--- config.mk ---
export PLATFORM = sky130hd
export DESIGN_NAME = phy_rx_deserializer
export DESIGN_NICKNAME = d
export VERILOG_FILES = /design/src/rtl/phy_rx_deserializer.sv
export SDC_FILE = /design/constraint.sdc
export NUM_CORES = 1
export LEC_CHECK = 0
export CORE_MARGIN = 2
export CORE_UTILIZATION = 62
export CTS_CLUSTER_DIAMETER = 80
export CTS_CLUSTER_SIZE = 40
export DETAILED_ROUTE_END_ITERATION = 10
export DONT_BUFFER_PORTS = 1
export GPL_TIMING_DRIVEN = 0
export MAX_ROUTING_LAYER = met4
export PLACE_DENSITY = 0.78
export SYNTH_ARGS = -nofsm -noshare
export SYNTH_HDL_FRONTEND = slang
export SYNTH_SLANG_ARGS = --single-unit
--- constraint.sdc ---
create_clock -name clk_32f -period 2 [get_ports clk_32f]
set_input_delay 0.2 -clock clk_32f [delete_from_list [all_inputs] [get_ports clk_32f]]
set_output_delay 0.2 -clock clk_32f [all_outputs]
set_load 0.01 [all_outputs]
--- src/rtl/phy_rx_deserializer.sv ---
// ---------------------------------------------------------------------------
// phy_rx_deserializer
//   Serial-to-parallel receiver with comma-based byte alignment. Bits arrive
//   MSB first on clk_32f. The receiver hunts for the comma byte at every bit
//   position (SEARCH). It then needs SYNC_COMS consecutive aligned commas
//   (SYNC) before it distributes data bytes round-robin over four lanes
//   (ACTIVE). In ACTIVE, a comma re-anchors the lane pointer to lane 0. An
//   idle byte consumes a lane slot but produces no output.
//
//   Optional feature macro: RX_ERR_CNT_EN
//     Adds the err_cnt output. It is a saturating count of commas that arrive
//     while ACTIVE with the lane pointer away from lane 0.
// ---------------------------------------------------------------------------
module phy_rx_deserializer #(
  parameter logic [7:0] COM       = 8'hBC,
  parameter logic [7:0] IDL       = 8'h7C,
  parameter int         SYNC_COMS = 4
) (
  input  logic       clk_32f,
  input  logic       reset,
  input  logic       data_in,
  output logic [7:0] data_out0,
  output logic [7:0] data_out1,
  output logic [7:0] data_out2,
  output logic [7:0] data_out3,
  output logic       valid_out0,
  output logic       valid_out1,
  output logic       valid_out2,
  output logic       valid_out3,
  output logic       active
`ifdef RX_ERR_CNT_EN
  ,
  output logic [7:0] err_cnt
`endif
);

  localparam logic [1:0] ST_SEARCH = 2'd0;
  localparam logic [1:0] ST_SYNC   = 2'd1;
  localparam logic [1:0] ST_ACTIVE = 2'd2;

  localparam logic [7:0] SYNC_TARGET = 8'(SYNC_COMS);

  logic [1:0] state_q,    state_d;
  logic [7:0] sr_q,       sr_d;
  logic [2:0] bit_cnt_q,  bit_cnt_d;
  logic [7:0] com_cnt_q,  com_cnt_d;
  logic [1:0] lane_ptr_q, lane_ptr_d;
  logic [7:0] data_q [4];
  logic [7:0] data_d [4];
  logic [3:0] valid_q,    valid_d;
  logic       active_q,   active_d;
`ifdef RX_ERR_CNT_EN
  logic [7:0] err_cnt_q,  err_cnt_d;
`endif

  // The candidate byte includes the bit being sampled on this edge. This lets
  // a byte be recognised on the same edge as its 8th bit.
  logic [7:0] cand;
  logic       byte_done;

  assign cand      = {sr_q[6:0], data_in};
  assign byte_done = (bit_cnt_q == 3'd7);

  // Next-state logic for alignment, sync counting and lane distribution.
  always_comb begin
    // NOTE: every signal gets a default before the case so that no path
    // leaves a value unassigned, which would infer a latch.
    state_d    = state_q;
    sr_d       = cand;
    bit_cnt_d  = bit_cnt_q;
    com_cnt_d  = com_cnt_q;
    lane_ptr_d = lane_ptr_q;
    data_d     = data_q;
    valid_d    = '0;
    active_d   = active_q;
`ifdef RX_ERR_CNT_EN
    err_cnt_d  = err_cnt_q;
`endif

    case (state_q)
      ST_SEARCH: begin
        bit_cnt_d = 3'd0;
        if (cand == COM) begin
          state_d   = ST_SYNC;
          com_cnt_d = 8'd1;
        end
      end

      ST_SYNC: begin
        bit_cnt_d = bit_cnt_q + 3'd1;
        if (byte_done) begin
          if (cand == COM) begin
            com_cnt_d = com_cnt_q + 8'd1;
            if (com_cnt_q + 8'd1 == SYNC_TARGET) begin
              state_d    = ST_ACTIVE;
              lane_ptr_d = 2'd0;
              active_d   = 1'b1;
            end
          end else begin
            // The alignment guess was wrong. Go back to hunting bit by bit.
            state_d   = ST_SEARCH;
            com_cnt_d = 8'd0;
          end
        end
      end

      ST_ACTIVE: begin
        bit_cnt_d = bit_cnt_q + 3'd1;
        if (byte_done) begin
          if (cand == COM) begin
`ifdef RX_ERR_CNT_EN
            if (lane_ptr_q != 2'd0 && err_cnt_q != 8'hFF) begin
              err_cnt_d = err_cnt_q + 8'd1;
            end
`endif
            lane_ptr_d = 2'd0;
          end else if (cand == IDL) begin
            lane_ptr_d = lane_ptr_q + 2'd1;
          end else begin
            data_d[lane_ptr_q]  = cand;
            valid_d[lane_ptr_q] = 1'b1;
            lane_ptr_d          = lane_ptr_q + 2'd1;
          end
        end
      end

      default: begin
        state_d = ST_SEARCH;
      end
    endcase
  end

  // State registers with asynchronous clear.
  always_ff @(posedge clk_32f or posedge reset) begin
    // NOTE: sequential state uses non-blocking assignments so that every
    // register samples pre-edge values regardless of statement order.
    if (reset) begin
      state_q    <= ST_SEARCH;
      sr_q       <= '0;
      bit_cnt_q  <= '0;
      com_cnt_q  <= '0;
      lane_ptr_q <= '0;
      valid_q    <= '0;
      active_q   <= 1'b0;
      // NOTE: the lane holding registers form a small array. They still get
      // a reset because their outputs must read 8'h00 right after reset.
      for (int k = 0; k < 4; k++) begin
        data_q[k] <= '0;
      end
`ifdef RX_ERR_CNT_EN
      err_cnt_q  <= '0;
`endif
    end else begin
      state_q    <= state_d;
      sr_q       <= sr_d;
      bit_cnt_q  <= bit_cnt_d;
      com_cnt_q  <= com_cnt_d;
      lane_ptr_q <= lane_ptr_d;
      valid_q    <= valid_d;
      active_q   <= active_d;
      data_q     <= data_d;
`ifdef RX_ERR_CNT_EN
      err_cnt_q  <= err_cnt_d;
`endif
    end
  end

  assign data_out0  = data_q[0];
  assign data_out1  = data_q[1];
  assign data_out2  = data_q[2];
  assign data_out3  = data_q[3];
  assign valid_out0 = valid_q[0];
  assign valid_out1 = valid_q[1];
  assign valid_out2 = valid_q[2];
  assign valid_out3 = valid_q[3];
  assign active     = active_q;
`ifdef RX_ERR_CNT_EN
  assign err_cnt    = err_cnt_q;
`endif

endmodule

==> run summary <==
The number of failing setup endpoints in the final timing report came out at 0. The final routed wirelength across all metal layers is around 5000 um. The net switching power is 0.585 mW.

After synthesis the cells add up to 2590 sq um. The count of final max-slew check failures came out at 0. The clock skew came out at 0.00899 ns. The critical path class is reg -> reg.

The maximum buffer depth of the clock tree is 2. Dividing the detail-routed wire length by the instance count gives 18.8 um. The first-pass GRT wire length is ~7900 um.

Among all flip-flop cells after synthesis, the most frequent one is sky130_fd_sc_hd__dfrtp_1. The overall via count from detail_route came out at 1584. The met2 wirelength from detailed routing is 2590 um. The number of I/O port buffers is 0. The total global routing overflow came out at 0. By area the synthesized netlist is led by sky130_fd_sc_hd__dfrtp_1, sky130_fd_sc_hd__mux2_2, sky130_fd_sc_hd__ha_1, sky130_fd_sc_hd__inv_1, sky130_fd_sc_hd__nand2_1.

The path class of the tightest hold or removal check is in -> reg. After floorplanning, the core was divided into 23 placement rows. The setup slack of the most critical reg-to-reg path is 0.1 ns.

Summed over all instances, the cell type with the most area after synthesis is sky130_fd_sc_hd__dfrtp_1. The number of vias per cell after detailed routing is 5.95. For this run, the top clock speed supported by timing is 526 MHz.

Dividing the final minimum period by the clock period gives between 90% and 100%. The number of iterations in the first detailed-routing pass is 4. The number of nets in the layout is 226. The antenna violation net count after detailed routing is 0. The gate family responsible for the most delay along the worst path is compound AO/OA/AOI/OAI gates. In this run the top signal layer used is met4.

After synthesis, the largest area contributor takes up 57.0% of total cell area. The sequential share of power came out at 50.7%. The die extent in y came out at ~69 um.

For this design the static power due to leakage is 1.44 nW. The count of endpoints failing hold in the final timing report came out at 0. Power comes to 2.44 mW. Among all cell types in the netlist, the one instantiated most often is sky130_fd_sc_hd__dfrtp_1. The initial standard-cell utilization of the core came out at 64.8%. The overall routing resource usage is 25.3%. The half-perimeter wire length of the detailed placement result is 3380 um. The H-tree depth is 3.

The sequential share of the synthesized area came out at 57.0%. The total area inside the core boundary comes to 4000 sq um. Measured on the finished design, the core utilization comes to 73.0%. CTS saw 59 sinks. The total buffers and inverters traversed by the critical path came out at 0.

By count the netlist is led by sky130_fd_sc_hd__dfrtp_1, sky130_fd_sc_hd__mux2_2, sky130_fd_sc_hd__ha_1. Routability-driven placement finished with a final weighted congestion of 0.799. The first-iteration detailed-routing DRC count came out at 60.

The reported max-cap violation count came out at 0. The chip width is 68.7 um. The transition time of the tightest slew-check pin is 0.529 ns.

Each instance of the synthesized netlist takes up on average about 13 sq um. The cell sitting at the root of the clock tree is a sky130_fd_sc_hd__clkbuf_8. The area of all sequential standard cells came out at ~1500 sq um. In this run the tightest slew margin relative to its limit is 64.7%. The number of CTS-inserted buffers came out at 9. The required time at the endpoint of the critical path is 2.22 ns. During I/O placement, the number of pins put on the boundary was 40.

The clock network is responsible for 41.9% of the overall power. The combinational share of power is 7.4%. At the worst endpoint, the arrival time is 2.12 ns. Setup total negative slack on the finished layout was measured at 0 ns. The synthesized instance count is 195. The maximum single-stage delay on the critical path is 0.39 ns. Along the worst path, the maximum fanout reaches 6.

The maximum number of pins on one net before global-route repair came out at 37. The run finished with clean final reports. Cells with a size suffix above 1 make up 33.3% of the layout. The detailed-routing wirelength on met1 came out at between 2000 and 2500 um. The power density over cell area is roughly 840 nW/um^2. The area taken by multi-input logic gates is 1100 sq um. The maximum vdd drop came out at between 0.5 and 0.6 mV.

The count of state elements after synthesis came out at 59. 0 antenna diodes ended up in the layout. The clock transition at the registers of the reported paths is 0.07 ns. The area of the die came out at 4710 sq um. The worst path in the final design needs a cycle of approximately 1.9 ns, including I/O delays and setup. STA classifies the critical path endpoint as a flop. The via count of the first global-routing pass came out at ~1600. The number of nets produced by synthesis is 210. After synthesis, the share of flip-flops with an asynchronous set or reset is 100%. The number of antenna violations at the first check in global routing came out at 0. The synthesis-to-layout area growth is 12.7%. Yosys mapped the design onto 41 distinct sky130hd cell types. STA classifies the critical path startpoint as a flop.

The number of inserted filler cells in the final layout came out at about 260. The clock reaches the later pin of the worst-skew pair after 0.33 ns. The slowest cell on the critical path is sky130_fd_sc_hd__dfrtp_1.

For this run, the number of Yosys warnings is 0. TritonCTS built the clock tree. The DRC violation count after routing came out at 0.

The switching share of power is 24.0%. Walking the worst path, the cells encountered are ha_1 > ha_2 > nand2b_4 > nor2b_2 > a32o_1 > a31oi_1 > a21bo_2. The number of enable-type register cells in the synthesized netlist is 0. The internal portion of the total power is about 1.9 mW.

The length of routed met3 wiring is between 200 and 300 um.
-- cells in the final DEF (no fill, tap or decap), types with 3 or more instances in the layout --
master | Yosys | routed
sky130_fd_sc_hd__dfrtp_1 | 59 | 59
sky130_fd_sc_hd__mux2_2 | 32 | 32
sky130_fd_sc_hd__inv_1 | 10 | 9
sky130_fd_sc_hd__ha_1 | 12 | 9
sky130_fd_sc_hd__clkbuf_8 | 0 | 9
sky130_fd_sc_hd__nand2_1 | 8 | 8
sky130_fd_sc_hd__nor2_1 | 7 | 7
sky130_fd_sc_hd__o21ai_1 | 5 | 5
sky130_fd_sc_hd__o21ai_0 | 5 | 5
sky130_fd_sc_hd__nand2_2 | 4 | 4
sky130_fd_sc_hd__nand3_1 | 4 | 4
sky130_fd_sc_hd__nand4_1 | 3 | 3
sky130_fd_sc_hd__xnor2_1 | 3 | 3
sky130_fd_sc_hd__nor2b_1 | 4 | 3
sky130_fd_sc_hd__a31oi_1 | 3 | 3
sky130_fd_sc_hd__ha_2 | 0 | 3
sky130_fd_sc_hd__clkinv_2 | 0 | 3
sky130_fd_sc_hd__dlygate4sd3_1 | 0 | 3
-- cells by family (layout without fill, tap and decap cells) --
| family | after synthesis | after routing | synth area share (%) |
|---|---|---|---|
| DFF | 59 | 59 | 57.0 |
| adders and majority gates | 12 | 12 | 5.79 |
| and+or+nand+nor | 47 | 47 | 11.1 |
| AOI/OAI and AO/OA | 28 | 28 | 8.50 |
| muxes | 33 | 33 | 14.3 |
| buffers and inverters | 11 | 32 | 1.64 |
| xor gates and xnor gates | 5 | 5 | 1.69 |
-- area by class of cell --
| cell class | count | share of cell area (%) |
|---|---|---|
| Tap cell | 50 | 2.14 |
| Inverter | 10 | 1.29 |
| Timing Repair Buffer | 5 | 1.97 |
| Buffer | 1 | 0.171 |
| Clock inverter | 5 | 1.84 |
| Clock buffer | 11 | 4.50 |
| Multi-Input combinational cell | 125 | 37.5 |
| Sequential cell | 59 | 50.6 |
-- final timing paths --
path | from | to | cells after the start
worst min-delay path | data_in | data_out1[0] | 1
worst min register to register | sr_q[1] | sr_q[2] | 0
max in group asynchronous | reset | lane_ptr_q[1] | 3
min in group asynchronous | reset | valid_q[2] | 2
worst max-delay path | bit_cnt_q[0] | state_q[0] | 7
worst max register to register | bit_cnt_q[0] | state_q[0] | 7
-- registers in the layout (all words and copies together), names as in the netlist --
signal and flops:
bit_cnt_q 3, state_q 2, com_cnt_q 8, active 1, data_out2 8, sr_q 7
data_out1 8, lane_ptr_q 2, data_out0 8, data_out3 8, valid_q 4
-- routing by layer --
layer | global-route usage, % | vias to the layer above
met5 | - | -
met4 | 13.0 | 0
met3 | 10.7 | 12
met2 | 38.1 | 52
met1 | 28.8 | 795
li1 | - | 725
-- power groups by stage --
stage / clock network (mW) / registers (mW) / logic, mW
after floorplan: 0 / 1.25 / 0.130
after global placement: 0 / 1.26 / 0.148
after detailed placement: 0 / 1.26 / 0.165
after CTS: 1.03 / 1.24 / 0.170
after global routing: 1.09 / 1.24 / 0.195
final: 1.02 / 1.24 / 0.179
-- per-stage QoR --
step	hold WS, ns	setup slack, ns	cells	cell area, sq um
after floorplan	0.231	0.180	195	2590
after global placement	0.232	-0.0870	245	2650
after detailed placement	0.156	0.00558	246	2670
after CTS	0.0145	0.00747	264	2880
after global routing	0.0119	-0.0258	266	2920
final	0.0239	0.0995	266	2920
-- worst reg2reg max path, cell delays in order (launching register included) --
cell and delay [ns]:
sky130_fd_sc_hd__dfrtp_1 0.39, sky130_fd_sc_hd__ha_1 0.21, sky130_fd_sc_hd__ha_2 0.21, sky130_fd_sc_hd__nand2b_4 0.16, sky130_fd_sc_hd__nor2b_2 0.19, sky130_fd_sc_hd__a32o_1 0.26, sky130_fd_sc_hd__a31oi_1 0.15, sky130_fd_sc_hd__a21bo_2 0.23
-- repair_timing --
action	in CTS	in global routing
gates resized for setup	1	5
buffers inserted	0	1
endpoints found under the setup margin	1	27
hold buffers	2	1
pin swaps	0	2
endpoints found under the hold margin	25	2
(Power assumes the default switching activity.)
